File: src/rtl/seg_scan.sv
// Six-digit seven-segment scan driver with per-digit blanking,
// frame-atomic data latching and leading-zero suppression.
module seg_scan #(
    parameter int DIGITS    = 6,
    parameter int BLANK_CYC = 500
) (
    input  logic                  clk,
    input  logic                  rst_n,
    input  logic                  clk_1k,
    input  logic [4*DIGITS-1:0]   data_in,
    input  logic [DIGITS-1:0]     dp_in,
    input  logic [DIGITS-1:0]     en_in,
    input  logic                  lz_en,
    output logic [DIGITS-1:0]     sel,
    output logic [7:0]            seg,
    output logic                  frame_start
);

    localparam int IW = (DIGITS > 1) ? $clog2(DIGITS) : 1;
    localparam int CW = (BLANK_CYC > 1) ? $clog2(BLANK_CYC) : 1;
    localparam logic [IW-1:0] LAST    = IW'(DIGITS - 1);
    localparam logic [CW-1:0] CNT_END = CW'(BLANK_CYC - 1);

    typedef enum logic [1:0] {
        IDLE,
        BLANK,
        SHOW
    } state_t;

    state_t                state;
    logic                  s1;
    logic                  s2;
    logic                  tick;
    logic [IW-1:0]         idx;
    logic [IW-1:0]         idx_nxt;
    logic                  wrap;
    logic [CW-1:0]         cnt;

    logic [4*DIGITS-1:0]   data_sh;
    logic [DIGITS-1:0]     dp_sh;
    logic [DIGITS-1:0]     en_sh;
    logic                  lz_sh;

    logic [DIGITS-1:0]     lz_mask;
    logic                  zrun;
    logic [3:0]            cur_nib;
    logic                  cur_dp;
    logic                  cur_en;
    logic                  cur_lz;
    logic [DIGITS-1:0]     cur_sel;

    function automatic logic [6:0] hex7(input logic [3:0] n);
        logic [6:0] r;
        unique case (n)
            4'h0: r = 7'h40;
            4'h1: r = 7'h79;
            4'h2: r = 7'h24;
            4'h3: r = 7'h30;
            4'h4: r = 7'h19;
            4'h5: r = 7'h12;
            4'h6: r = 7'h02;
            4'h7: r = 7'h78;
            4'h8: r = 7'h00;
            4'h9: r = 7'h10;
            4'hA: r = 7'h08;
            4'hB: r = 7'h03;
            4'hC: r = 7'h46;
            4'hD: r = 7'h21;
            4'hE: r = 7'h06;
            4'hF: r = 7'h0E;
        endcase
        return r;
    endfunction

    assign tick    = s1 & ~s2;
    assign wrap    = (idx == LAST);
    assign idx_nxt = wrap ? '0 : idx + IW'(1);

    // Disabled digits are treated as zero so they never end the blank run.
    always_comb begin
        lz_mask = '0;
        zrun    = 1'b1;
        for (int i = DIGITS - 1; i >= 0; i--) begin
            if (en_sh[i] && (data_sh[4*i +: 4] != 4'h0))
                zrun = 1'b0;
            lz_mask[i] = lz_sh && (i != 0) && zrun;
        end
    end

    always_comb begin
        cur_nib = '0;
        cur_dp  = 1'b0;
        cur_en  = 1'b0;
        cur_lz  = 1'b0;
        for (int i = 0; i < DIGITS; i++) begin
            if (idx == IW'(i)) begin
                cur_nib = data_sh[4*i +: 4];
                cur_dp  = dp_sh[i];
                cur_en  = en_sh[i];
                cur_lz  = lz_mask[i];
            end
        end
        cur_sel = ~(DIGITS'(1) << idx);
    end

    always_ff @(posedge clk or negedge rst_n) begin
        if (!rst_n) begin
            s1          <= 1'b1;
            s2          <= 1'b1;
            state       <= IDLE;
            idx         <= LAST;
            cnt         <= '0;
            data_sh     <= '0;
            dp_sh       <= '0;
            en_sh       <= '0;
            lz_sh       <= 1'b0;
            frame_start <= 1'b0;
            sel         <= '1;
            seg         <= 8'hFF;
        end else begin
            s1          <= clk_1k;
            s2          <= s1;
            frame_start <= 1'b0;
            sel         <= '1;
            seg         <= 8'hFF;

            if (state == SHOW && cur_en) begin
                sel <= cur_sel;
                seg <= {~cur_dp, cur_lz ? 7'h7F : hex7(cur_nib)};
            end

            if (tick) begin
                idx   <= idx_nxt;
                state <= BLANK;
                cnt   <= '0;
                if (wrap) begin
                    data_sh     <= data_in;
                    dp_sh       <= dp_in;
                    en_sh       <= en_in;
                    lz_sh       <= lz_en;
                    frame_start <= 1'b1;
                end
            end else begin
                unique case (state)
                    IDLE: ;
                    BLANK: begin
                        if (cnt == CNT_END)
                            state <= SHOW;
                        else
                            cnt <= cnt + CW'(1);
                    end
                    SHOW: ;
                    default: state <= IDLE;
                endcase
            end
        end
    end

endmodule

File: config.mk
export PLATFORM = sky130hd
export DESIGN_NAME = seg_scan
export DESIGN_NICKNAME = d
export VERILOG_FILES = /design/src/rtl/seg_scan.sv
export SDC_FILE = /design/constraint.sdc
export NUM_CORES = 1
export LEC_CHECK = 0
export CAP_MARGIN = 40
export CORE_UTILIZATION = 57
export DETAILED_ROUTE_END_ITERATION = 16
export GPL_TIMING_DRIVEN = 0
export PLACE_DENSITY_LB_ADDON = 0.3
export SYNTH_ARGS = -nofsm -noshare
export SYNTH_HDL_FRONTEND = slang
export SYNTH_SLANG_ARGS = --single-unit
File: constraint.sdc
create_clock -name clk -period 7.1 [get_ports clk]
set_input_delay 0.71 -clock clk [delete_from_list [all_inputs] [get_ports clk]]
set_output_delay 0.71 -clock clk [all_outputs]
set_load 0.03 [all_outputs]
==> results.json <==
{
  "gp_congestion": 0.865,
  "vias": 2409,
  "drtPass1Iterations": 4,
  "nNetsFinal": 394,
  "path_cells": "buf_6 -> buf_6 -> buf_2 -> and2_1 -> ha_1 -> clkbuf_1 -> inv_1 -> o21a_1 -> a22oi_4 -> inv_1 -> ha_1 -> mux2_2 -> nand2_1 -> nand4_1",
  "numCtsBuffers": 9,
  "clk_latency_ns": 0.35,
  "outcome": "finished, final reports clean",
  "peakVddDrop_v": 0.000239,
  "post_cts_buffers": 0,
  "wire_per_inst_um": 16.2,
  "required_ns": 7.36,
  "p_int_mw": 1.04,
  "layout-drive-gt1-share": 0.266,
  "crit_buf_inv": 6,
  "grt_pass1_wl_mm": 11.4,
  "drt_wl_total_mm": 6.83,
  "synth_seq_cells": 68,
  "vias_per_cell": 5.72,
  "place_hpwl_mm": 4.90,
  "hold_violations": 0,
  "drt_iter0_drc": 143,
  "cts_max_level": 3,
  "fp-row-count": 27,
  "p_total_mw": 1.67,
  "synth_edf_count": 0,
  "tns_ns": 0,
  "yosysWarnings": 0,
  "path_delay_family": "buffers and inverters",
  "ys.flop_type": "dfrtp_1",
  "leakagePower_nw": 1.81,
  "max_freq_mhz": 288,
  "p_switching_mw": 0.629,
  "synth_common_cells": "50 x dfrtp_1, 34 x mux2_2, 18 x dfstp_2, 18 x nand2_1, 14 x nor2_1",
  "min_period_ns": 3.47,
  "regArea_mm2": 0.00172,
  "ys_seq_area_frac": 0.511,
  "multi_input_area_mm2": 0.00152,
  "core_mm2": 0.00561,
  "dieWidth_um": 78.9,
  "clk_path_buf_depth": 2,
  "hp-class": "reg2reg",
  "antenna_found_initial": 0,
  "cts_tree": "yes",
  "async_flop_share": 1.00,
  "slowest_delay_ns": 0.53,
  "crit_type": "reg2reg",
  "n_fill_cell": 406,
  "maxCapViolations": 0,
  "dpl_worst_slack_ns": 3.68,
  "syn-cell-area_mm2": 0.00337,
  "sw_frac_of_total": 0.378,
  "io_buffers": 54,
  "worst-path-stages": 14,
  "maxSlewViolCount": 0,
  "clk_pin_slew_ns": 0.07,
  "yosysMostFrequentCell": "dfrtp_1",
  "diodes": 0,
  "synth_top_area_cell": "dfrtp_1",
  "power_frac_comb": 0.450,
  "grt_util_all_layers": 0.245,
  "cp-start-kind": "register",
  "layout_setup_ws_ns": 3.63,
  "grt_max_degree": 69,
  "hold_path_depth": 0,
  "finalSetupViolations": 0,
  "syn-instance-count": 280,
  "tightest_slew_ns": 0.835,
  "ctsHoldBuffers": 0,
  "p_seq_frac": 0.368,
  "syn_to_final_growth_pct": 24.1,
  "cts.sinks": 68,
  "crit_fanout": 10,
  "die_area_mm2": 0.00623,
  "avgSynthCellArea_um2": 12.0,
  "reg2reg_depth": 14,
  "post-route-drc-count": 0,
  "cts_resized": 0,
  "clockPowerShare": 0.182,
  "finClkSkew_ns": 0.0113,
  "crit_slowest_cell": "dfstp_2",
  "rsz0062_at_grt": "false",
  "min_period_over_period": 0.489,
  "synth_fp_nets": 329,
  "ant_nets": 0,
  "netlist.area_leader.share": 0.371,
  "synthTopCellsByArea": "dfrtp_1 37%, dfstp_2 14%, mux2_2 11%",
  "power_density_mw_per_mm2": 398,
  "start_util": 0.602,
  "globalRouteOverflowTotal": 0,
  "grt_pass1_vias": 2458,
  "synth_cell_types": 54,
  "root_buffer": "clkbuf_8",
  "slew-limit-headroom": 0.443,
  "final_util": 0.746,
  "io_pins": 55,
  "arrival_ns": 3.73,
  "die_h_um": 78.9,
  "cp-end-kind": "register"
}
[power groups by stage]
| stage | sequential [mW] | clock [mW] | combinational [mW] |
|---|---|---|---|
| 2_1_floorplan | 0.584 | 0 | 0.589 |
| 4_1_cts | 0.610 | 0.308 | 0.746 |
| 5_1_grt | 0.627 | 0.325 | 0.821 |
| 3_3_place_gp | 0.610 | 0 | 0.717 |
| 6_report | 0.613 | 0.303 | 0.750 |
| 3_5_place_dp | 0.616 | 0 | 0.742 |
[layout by cell type (no fill, tap or decap), drive strengths merged, types with 2 or more instances in the layout]
cell type	instances
clkdlybuf4s50	53
nand3b	3
xnor2	3
nand4	6
a221o	2
o21ai	12
nand3	11
o221ai	3
inv	11
o41ai	4
nor2b	6
nor4	2
or3	3
mux2i	13
nor2	16
dfstp	18
o211ai	2
and3	3
clkbuf	15
o21a	2
xor2	4
buf	12
nand2	19
ha	9
a22oi	3
dfrtp	50
nand2b	4
mux2	39
a21oi	7
[worst reg2reg max path: stages (launching register included)]
cell and delay, ns:
dfstp_2 0.53, buf_6 0.17, buf_6 0.17, buf_2 0.25, and2_1 0.17, ha_1 0.20, clkbuf_1 0.37, inv_1 0.17
o21a_1 0.25, a22oi_4 0.31, inv_1 0.13, ha_1 0.26, mux2_2 0.27, nand2_1 0.06, nand4_1 0.09
[final timing paths]
kind / from / end / slack (ns)
max: idx[0] / seg[3] / 3.63
min: s1 / s2 / 0.37
max reg2reg: idx[0] / seg[3] / 3.63
min reg2reg: s1 / s2 / 0.37
max in group asynchronous: rst_n / dp_sh[3] / 6.08
min in group asynchronous: rst_n / cnt[2] / 0.44
[kinds of logic after synthesis]
family / count (synthesis) / share of synthesized area
multiplexers: 52 / 0.170
adder cells (fa/ha/maj): 9 / 0.0334
flip-flops: 68 / 0.511
XOR/XNOR: 7 / 0.0182
AND/OR/NAND/NOR: 78 / 0.124
buffers and inverters: 24 / 0.0386
AO/OA/AOI/OAI: 42 / 0.105
[sequential cells by signal, summed over array words and instances (netlist names)]
name         cells
frame_start      1
lz_sh            1
state            2
dp_sh            6
data_sh         24
idx              3
sel              6
s2               1
en_sh            6
seg              8
cnt              9
s1               1
[final cells by class]
| cell class | instances | area share |
|---|---|---|
| Clock buffer | 13 | 0.0356 |
| Timing Repair Buffer | 54 | 0.129 |
| Sequential cell | 68 | 0.412 |
| Clock inverter | 2 | 0.00837 |
| Tap cell | 72 | 0.0215 |
| Multi-Input combinational cell | 188 | 0.363 |
| Buffer | 13 | 0.0212 |
| Inverter | 11 | 0.00987 |
[per-layer routing]
layer / routed length, um / vias to the layer above / global-route usage
li1: - / 1134 / -
met1: 3060 / 1174 / 0.304
met2: 3260 / 80 / 0.390
met3: 295 / 21 / 0.0644
met4: 210 / 0 / 0.136
met5: 0 / - / 0
[per-stage QoR]
step,hold slack [ns],instance area [um^2],instances
finish,0.374,4190,421
global route,0.382,4190,421
CTS,0.377,4190,421
detailed placement,0.367,4000,406
global placement,0.366,4000,406
floorplan,0.358,3370,280
No activity file was read; power rests on OpenSTA's default activity.
